--- src/rtl/exec_ctrl.sv ---
`default_nettype none
// +----------------------------------------------------------------------+
// | exec_ctrl : run/step/load sequencer gating CPU update enable & hold  |
// | Rev 1.0                                                              |
// +----------------------------------------------------------------------+
module exec_ctrl #(
   parameter int ADDR_W  = 14,
   parameter int TIMEOUT = 1_000_000
) (
   input  logic              clock,
   input  logic              reset,
   input  logic              load_req,
   input  logic              run_req,
   input  logic              step_req,
   input  logic              halt_req,
   input  logic              halt_instr,
   input  logic              ld_valid,
   input  logic              ld_last,
   input  logic [31:0]       ld_data,
   output logic              ld_ready,
   output logic              imem_we,
   output logic [ADDR_W-1:0] imem_addr,
   output logic [31:0]       imem_wdata,
   output logic              cpu_en,
   output logic              cpu_hold,
   output logic [2:0]        state,
   output logic [31:0]       retired,
   output logic [1:0]        err
);

   localparam logic [2:0] c_IDLE = 3'd0;
   localparam logic [2:0] c_LOAD = 3'd1;
   localparam logic [2:0] c_RUN  = 3'd2;
   localparam logic [2:0] c_STEP = 3'd3;
   localparam logic [2:0] c_HALT = 3'd4;

   localparam int                c_TO_W     = $clog2(TIMEOUT + 1);
   localparam logic [c_TO_W-1:0] c_TO_LAST  = c_TO_W'(TIMEOUT - 1);
   localparam logic [ADDR_W-1:0] c_ADDR_MAX = '1;

   logic [2:0]        r_state;
   logic [ADDR_W-1:0] r_word_cnt;
   logic [c_TO_W-1:0] r_idle_cnt;
   logic              r_imem_we;
   logic [ADDR_W-1:0] r_imem_addr;
   logic [31:0]       r_imem_wdata;
   logic [31:0]       r_retired;
   logic [1:0]        r_err;

   logic [2:0]        w_next_state;
   logic              w_load_entry;
   logic              w_at_max;

   assign w_at_max = (r_word_cnt == c_ADDR_MAX);

   always_comb begin
      w_next_state = r_state;
      case (r_state)
         c_IDLE: begin
            if (load_req)      w_next_state = c_LOAD;
            else if (run_req)  w_next_state = c_RUN;
            else if (step_req) w_next_state = c_STEP;
         end
         c_LOAD: begin
            if (ld_valid && (ld_last || w_at_max))
               w_next_state = c_IDLE;
            else if (!ld_valid && (r_idle_cnt == c_TO_LAST))
               w_next_state = c_IDLE;
         end
         c_RUN: begin
            if (load_req)                    w_next_state = c_LOAD;
            else if (halt_req || halt_instr) w_next_state = c_HALT;
         end
         c_STEP: w_next_state = c_HALT;
         c_HALT: begin
            if (load_req)      w_next_state = c_LOAD;
            else if (run_req)  w_next_state = c_RUN;
            else if (step_req) w_next_state = c_STEP;
         end
         default: w_next_state = c_IDLE;
      endcase
   end

   assign w_load_entry = (w_next_state == c_LOAD) && (r_state != c_LOAD);

   always_ff @(posedge clock or negedge reset) begin
      if (!reset) begin
         r_state      <= c_IDLE;
         r_word_cnt   <= '0;
         r_idle_cnt   <= '0;
         r_imem_we    <= 1'b0;
         r_imem_addr  <= '0;
         r_imem_wdata <= '0;
         r_retired    <= '0;
         r_err        <= '0;
      end else begin
         r_state   <= w_next_state;
         r_imem_we <= 1'b0;

         if (w_load_entry) begin
            r_word_cnt <= '0;
            r_idle_cnt <= '0;
            r_err      <= '0;
         end else if (r_state == c_LOAD) begin
            if (ld_valid) begin
               r_imem_we    <= 1'b1;
               r_imem_addr  <= r_word_cnt;
               r_imem_wdata <= ld_data;
               r_idle_cnt   <= '0;
               // The counter parks at the top address so it can never wrap
               if (!ld_last && w_at_max)
                  r_err[0] <= 1'b1;
               else if (!w_at_max)
                  r_word_cnt <= r_word_cnt + 1'b1;
            end else if (r_idle_cnt == c_TO_LAST) begin
               r_err[1] <= 1'b1;
            end else begin
               r_idle_cnt <= r_idle_cnt + 1'b1;
            end
         end

         if ((r_state == c_LOAD) && ld_valid && ld_last)
            r_retired <= '0;
         else if ((r_state == c_RUN) || (r_state == c_STEP))
            r_retired <= r_retired + 32'd1;
      end
   end

   assign state      = r_state;
   assign cpu_en     = (r_state == c_RUN) || (r_state == c_STEP);
   assign cpu_hold   = (r_state == c_IDLE) || (r_state == c_LOAD);
   assign ld_ready   = (r_state == c_LOAD);
   assign imem_we    = r_imem_we;
   assign imem_addr  = r_imem_addr;
   assign imem_wdata = r_imem_wdata;
   assign retired    = r_retired;
   assign err        = r_err;

endmodule
`default_nettype wire

--- config.mk ---
export PLATFORM = sky130hd
export DESIGN_NAME = exec_ctrl
export DESIGN_NICKNAME = d
export VERILOG_FILES = /design/src/rtl/exec_ctrl.sv
export SDC_FILE = /design/constraint.sdc
export NUM_CORES = 1
export LEC_CHECK = 0
export BUFFER_PORTS_ARGS = -buffer_cell sky130_fd_sc_hd__buf_2
export CORE_MARGIN = 1.5
export CORE_UTILIZATION = 45
export DETAILED_ROUTE_END_ITERATION = 12
export HOLD_SLACK_MARGIN = 0.05
export PLACE_DENSITY_LB_ADDON = 0.05
export SETUP_SLACK_MARGIN = 0.02
export SLEW_MARGIN = 20
export SYNTH_ARGS = -nofsm -noshare
export SYNTH_HDL_FRONTEND = slang
export SYNTH_SLANG_ARGS = --single-unit
--- constraint.sdc ---
create_clock -name clock -period 5.4 [get_ports clock]
set_clock_uncertainty 0.15 [all_clocks]
set_input_delay 0.54 -clock clock [delete_from_list [all_inputs] [get_ports clock]]
set_output_delay 0.54 -clock clock [all_outputs]
set_load 0.05 [all_outputs]
======== After elaboration in Yosys (flattened, before gate mapping) ========
Index checks and enable logic that the tools add are counted.
cells by class
  mux-type cells .......................... 28
  $add $sub $neg .......................... 3
  eq/ne operators ......................... 12
  bitwise gates (word level) .............. 1
  reductions and logical operators ........ 24
operator list
  kind                   number
  $mux 20                4
  $mux 14                5
  $mux 32                2
  $add 32x1->32 const B  1
  $mux 3                 7
  $add 20x1->20 const B  1
  $eq 20x20->1 const B   1
  $add 14x1->14 const B  1
  $eq 14x14->1 const B   1
  $pmux 3 s4             1
  $reduce_bool 2->1      5
  $reduce_and 3->1       3
  $mux 1                 7
  $eq 3x1->1 const B     2
  $eq 3x2->1 const B     2
  $logic_and 1x1->1      6
  $logic_or 1x1->1       4
  $mux 2                 2
  $ne 2x2->1 const B     2
  $reduce_and 4->1       1
  $eq 3x3->1 const B     1
  $logic_not 3->1        1
  $ne 3x1->1 const B     1
  $ne 3x3->1 const B     1
  5 further kinds        6
storage, ports and cells
  input bits .............................. 41
  logic and storage cells ................. 77
  register bits ........................... 118

======== Longest topological paths before layout ========
  word-level depth ........................ 9
  depth in mapped cells ................... 8
  mapped depth without buffers ............ 6

======== Least setup slack after synthesis ========
Ideal clock, no wire load.
  path type ............................... register -> register
  start ................................... reg r_state[0], in the netlist state[0]
  end ..................................... reg r_retired[0], in the netlist retired[0]
  required time ........................... 5118 ps
  setup slack ............................. 2663 ps
  cell stages (with the launch flop) ...... 9
  period minus slack after synthesis ...... 2737 ps
  library setup time ...................... 132 ps
  arrival ................................. 2455 ps
  path through ............................ dfrtp_1 buf_4 or3b_1 buf_6 inv_1 and3_1 clkbuf_1 clkbuf_1 nor2_1
on the way
  cells in the longest elaborated chain, start to end .. 4
ends and longest elaborated chain
  what                                          RTL line  source
  start: declaration                            41        logic [2:0] r_state;
  start signal: assignment                      88        r_state <= c_IDLE;
  start signal: assignment                      97        r_state <= w_next_state;
  $eq 3x1->1 *                                  --
  net ld_ready                                  20        output logic ld_ready,
  $logic_and 1x1->1 * (2 in series)             122       if ((r_state == c_LOAD) && ld_valid && ld_last)
  $mux 32 or $reduce_bool 2->1 (tied branches)  --
  end signal: assignment                        125       r_retired <= r_retired + 32'd1;
  end: declaration                              47        logic [31:0] r_retired;
The timed path passes the listed nets; every way through them passes the cells marked *.
A chain may end at the register's enable or synchronous reset.

======== Worst setup path after layout ========
  start ................................... reg r_state[2], in the netlist state[2]
  end ..................................... reg r_idle_cnt[6]
on the way
  cells in the longest elaborated chain, start to end .. 8
ends and longest elaborated chain
  what                                                       RTL line  source
  $mux 3                                                     62, 78
  $mux 3                                                     77        else if (run_req) w_next_state = c_RUN;
  $mux 3                                                     60        if (load_req) w_next_state = c_LOAD;
  $pmux 3 s4                                                 58        case (r_state)
  $eq 3x1->1                                                 84        assign w_load_entry = (w_next_state == c_LOAD) && (r_state != c_LOAD);
  $logic_and 1x1->1                                          84
  $ne 3x3->1 (no line) or $reduce_bool 2->1 (tied branches)  --
  $reduce_and 2->1 (no line)                                 --
  end signal: assignment                                     118       r_idle_cnt <= r_idle_cnt + 1'b1;
  end: declaration                                           43        logic [c_TO_W-1:0] r_idle_cnt;
Parallel ways exist; a longest one is shown, timed or not.

==> flow_results.xml <==
<?xml version="1.0" encoding="UTF-8"?>
<metrics>
  <group name="yosys">
    <metric name="ys_async_sr_fraction" unit="%">100</metric>
    <metric name="synth_cells" unit="">613</metric>
    <metric name="synth_top_flop_cell" unit="">dfrtp_1</metric>
    <metric name="post_synth_num_cell_types" unit="">47</metric>
    <metric name="synthDominantAreaCellType" unit="">dfrtp_1</metric>
    <metric name="avgSynthCellArea" unit="sq um">9.02</metric>
    <metric name="synth_edf_count" unit="">0</metric>
    <metric name="synth-warning-count" unit="">0</metric>
    <metric name="synth_nets" unit="">657</metric>
    <metric name="synth.cell_area" unit="sq um">5530</metric>
    <metric name="yosys.area.top_type_share" unit="%">53.4</metric>
    <metric name="ys_seq_area_share" unit="%">53.4</metric>
    <metric name="netlist_top_cells_area" unit="">dfrtp_1 (53%), nand2_1 (11%), nor2_1 (3.4%)</metric>
    <metric name="synth_seq_cells" unit="">118</metric>
  </group>
  <group name="detailed_routing">
    <metric name="wirelength" unit="um">13500</metric>
    <metric name="route.detailed.vias_per_inst" unit="">5.35</metric>
    <metric name="detailroute.via_count" unit="">4771</metric>
    <metric name="drtAntennaViolNets" unit="">0</metric>
    <metric name="average_detailed_routed_wire_length_per_instance" unit="um">15.2</metric>
    <metric name="dr.first_iter.drc_count" unit="">302</metric>
    <metric name="first_pass_iters" unit="">4</metric>
    <metric name="drc_errors" unit="">0</metric>
  </group>
  <group name="setup_path">
    <metric name="setup.worst_path.end_class" unit="">register</metric>
    <metric name="r2r_setup_slk" unit="ns">2.68</metric>
    <metric name="critical-path-top-delay-family" unit="">simple AND/OR/NAND/NOR gates</metric>
    <metric name="cp_cell_sequence" unit="">nand4bb_2 &gt; buf_4 &gt; nand2_1 &gt; or4_1 &gt; nand2_1</metric>
    <metric name="number_of_stages_on_the_worst_setup_path" unit="">5</metric>
    <metric name="required_time_worst_endpoint" unit="ns">5.60</metric>
    <metric name="worst_flop_to_flop_path_endpoint" unit="">r_idle_cnt[6]$_DFFE_PN0P_</metric>
    <metric name="reg2regPathDepth" unit="">5</metric>
    <metric name="worstSetupStartpointType" unit="">register</metric>
    <metric name="critical_path_class" unit="">register to register</metric>
    <metric name="timing.critical_path.fanout_max" unit="">59</metric>
    <metric name="critical_path.slowest_cell" unit="">or4_1</metric>
    <metric name="worst_path_most_repeated_cell" unit="">nand2_1</metric>
    <metric name="worst_path_arrival" unit="ns">2.93</metric>
    <metric name="critPathBufInv" unit="">1</metric>
    <metric name="biggest_cell_delay_along_the_critical_path" unit="ns">0.60</metric>
    <metric name="r2r-start" unit="">state[2]$_DFF_PN0_</metric>
  </group>
  <group name="clocking">
    <metric name="post_cts_hold_buffer_count" unit="">0</metric>
    <metric name="cts_root_buf" unit="">clkbuf_16</metric>
    <metric name="max-clock-path-buffers" unit="">2</metric>
    <metric name="cts_repair_resize_count" unit="">0</metric>
    <metric name="cts_tree" unit="">built</metric>
    <metric name="clk-insertion-delay-late" unit="ns">0.42</metric>
    <metric name="clk_pin_slew_worst_paths" unit="ns">0.05</metric>
    <metric name="cts-buffers-inserted" unit="">17</metric>
    <metric name="clock_sink_count" unit="">118</metric>
    <metric name="cts_htree_levels" unit="">4</metric>
    <metric name="cts_setup_buffers" unit="">0</metric>
  </group>
  <group name="sta">
    <metric name="worst_pin_slew" unit="ns">0.895</metric>
    <metric name="hold_viol_final" unit="">0</metric>
    <metric name="max_freq" unit="MHz">367</metric>
    <metric name="grt_setup_unrepaired" unit="">no</metric>
    <metric name="report.final.setup_viol" unit="">0</metric>
    <metric name="fin_crit" unit="ns">2.72</metric>
    <metric name="timing.final.max_slew_violations" unit="">0</metric>
    <metric name="finalHoldWorstSlack" unit="ns">0.0820</metric>
    <metric name="tns" unit="ns">0</metric>
    <metric name="max-slew-margin-rel" unit="%">40.1</metric>
    <metric name="setup_slack" unit="ns">2.68</metric>
    <metric name="portion_of_the_clock_cycle_consumed_by_the_worst_path_in_the_final_layout" unit="%">50.5</metric>
  </group>
  <group name="placed_design">
    <metric name="place_hpwl" unit="um">9120</metric>
    <metric name="dp_slack" unit="ns">2.61</metric>
    <metric name="io_buffers" unit="">127</metric>
    <metric name="placedCellCount" unit="">860</metric>
    <metric name="globalplace.congestion" unit="">0.774</metric>
  </group>
  <group name="final_layout">
    <metric name="nets" unit="">776</metric>
    <metric name="final_cells" unit="">892</metric>
    <metric name="mostFrequentLayoutCell" unit="">nand2_1</metric>
    <metric name="area_growth" unit="%">25.0</metric>
    <metric name="most-common-layout-cells" unit="">nand2_1 (165), buf_2 (126), dfrtp_1 (118)</metric>
    <metric name="insertedDiodeCount" unit="">0</metric>
    <metric name="post_route_cells_drive_above_1_share" unit="%">23.4</metric>
  </group>
  <group name="grt">
    <metric name="grt_pass1_vias" unit="">4575</metric>
    <metric name="grt_first_pass_wirelength" unit="um">22300</metric>
    <metric name="largest_net_degree_at_the_start_of_global_routing" unit="">68</metric>
    <metric name="antenna_found_initial" unit="">1</metric>
    <metric name="grtUsageTotal" unit="%">22.0</metric>
    <metric name="globalRoute.totalOverflow" unit="">0</metric>
  </group>
  <group name="die">
    <metric name="initial_utilization" unit="%">46.0</metric>
    <metric name="fp-row-count" unit="">40</metric>
    <metric name="core_area" unit="sq um">12000</metric>
    <metric name="die_area" unit="sq um">13000</metric>
    <metric name="dieWidth" unit="um">114</metric>
    <metric name="die_y" unit="um">114</metric>
    <metric name="io_pins" unit="">128</metric>
  </group>
  <group name="hold_path">
    <metric name="min_path_type" unit="">input pin to async pin</metric>
  </group>
  <group name="flow_run">
    <metric name="max_cap_viol_count" unit="">0</metric>
  </group>
  <group name="power_and_ir_drop">
    <metric name="p_int" unit="mW">2.16</metric>
    <metric name="powerDensity" unit="nW/um^2">523</metric>
    <metric name="power.sequential.fraction" unit="%">32.6</metric>
    <metric name="swShare" unit="%">40.2</metric>
    <metric name="power.ir.vdd_worst" unit="mV">0.365</metric>
    <metric name="clockPowerShare" unit="%">34.6</metric>
    <metric name="pwr-share-comb" unit="%">32.8</metric>
    <metric name="p_leak" unit="nW">3.45</metric>
    <metric name="power.net_switching" unit="mW">1.45</metric>
  </group>
  <group name="outcome">
    <metric name="outcome" unit="">completed</metric>
  </group>
</metrics>
worst max path at each step:
| stage | to | slack, ns | startpoint |
|---|---|---|---|
| after floorplan | retired[0]$_DFFE_PN0P_ | 2.66 | state[0]$_DFF_PN0_ |
| after global placement | r_idle_cnt[6]$_DFFE_PN0P_ | 2.66 | ld_valid |
| after detailed placement | r_idle_cnt[6]$_DFFE_PN0P_ | 2.61 | ld_valid |
| after CTS | r_idle_cnt[6]$_DFFE_PN0P_ | 2.64 | state[2]$_DFF_PN0_ |
| after global routing | r_idle_cnt[6]$_DFFE_PN0P_ | 2.46 | state[2]$_DFF_PN0_ |
| final | r_idle_cnt[6]$_DFFE_PN0P_ | 2.68 | state[2]$_DFF_PN0_ |
cell families (layout without fill, tap and decap cells):
kind of cell,count (synthesis),in the layout,share of synthesized area [%]
XOR/XNOR,35,35,5.54
AND/OR/NAND/NOR,348,348,29.9
multiplexers,4,4,0.747
buffers and inverters,41,173,3.19
flip-flops,118,118,53.4
AO/OA/AOI/OAI,64,64,6.54
adder cells (fa/ha/maj),3,3,0.679
sequential cells by signal, summed over array words and instances, names as in the netlist:
name,flops
imem_wdata,32
retired,32
r_idle_cnt,20
imem_addr,14
r_word_cnt,14
state,3
err,2
imem_we,1
stage by stage:
stage	instance area, sq um	power (mW)	util (%)
finish	6910	3.62	57.6
global route	6910	3.79	57.6
CTS	6910	3.65	57.6
detailed placement	6260	2.39	52.1
global placement	6260	2.37	52.1
floorplan	5530	2.09	-
per-layer routing:
layer,GRT usage (%),wire length [um],up-vias
met5,0,11,-
met4,7.00,142,2
met3,7.60,771,16
met2,34.1,6300,120
met1,29.1,6300,2304
li1,-,-,2329
cells in the mapped netlist (3+ instances only):
cell type / n
nor2_1: 50
o211ai_1: 3
o31ai_1: 5
buf_2: 3
dfrtp_1: 118
ha_1: 3
or4_1: 6
and4_1: 5
xor2_1: 16
mux2i_1: 3
o21ai_0: 20
nand2_1: 165
nor4_1: 15
and2_1: 4
buf_1: 5
clkbuf_1: 22
xnor2_1: 19
or2_2: 5
inv_1: 8
a21oi_1: 28
nor3_1: 14
and3_1: 3
nand3_1: 23
nand4_1: 26
or3_1: 17
cell type report:
class,count,area (sq um)
sequential,118,2950
clock buffer,23,488
clock inverter,9,170
inverter,8,30.0
tap,147,184
multi-input combinational,454,2410
fill,1102,5100
timing repair buffer,133,683
power groups by stage:
stage	logic (mW)	clock network, mW	registers [mW]
after detailed placement	1.20	0	1.19
after CTS	1.20	1.28	1.18
after floorplan	0.414	0	1.68
after global routing	1.27	1.32	1.20
after global placement	1.18	0	1.18
final	1.19	1.25	1.18
No activity file was read; power rests on OpenSTA's default activity.
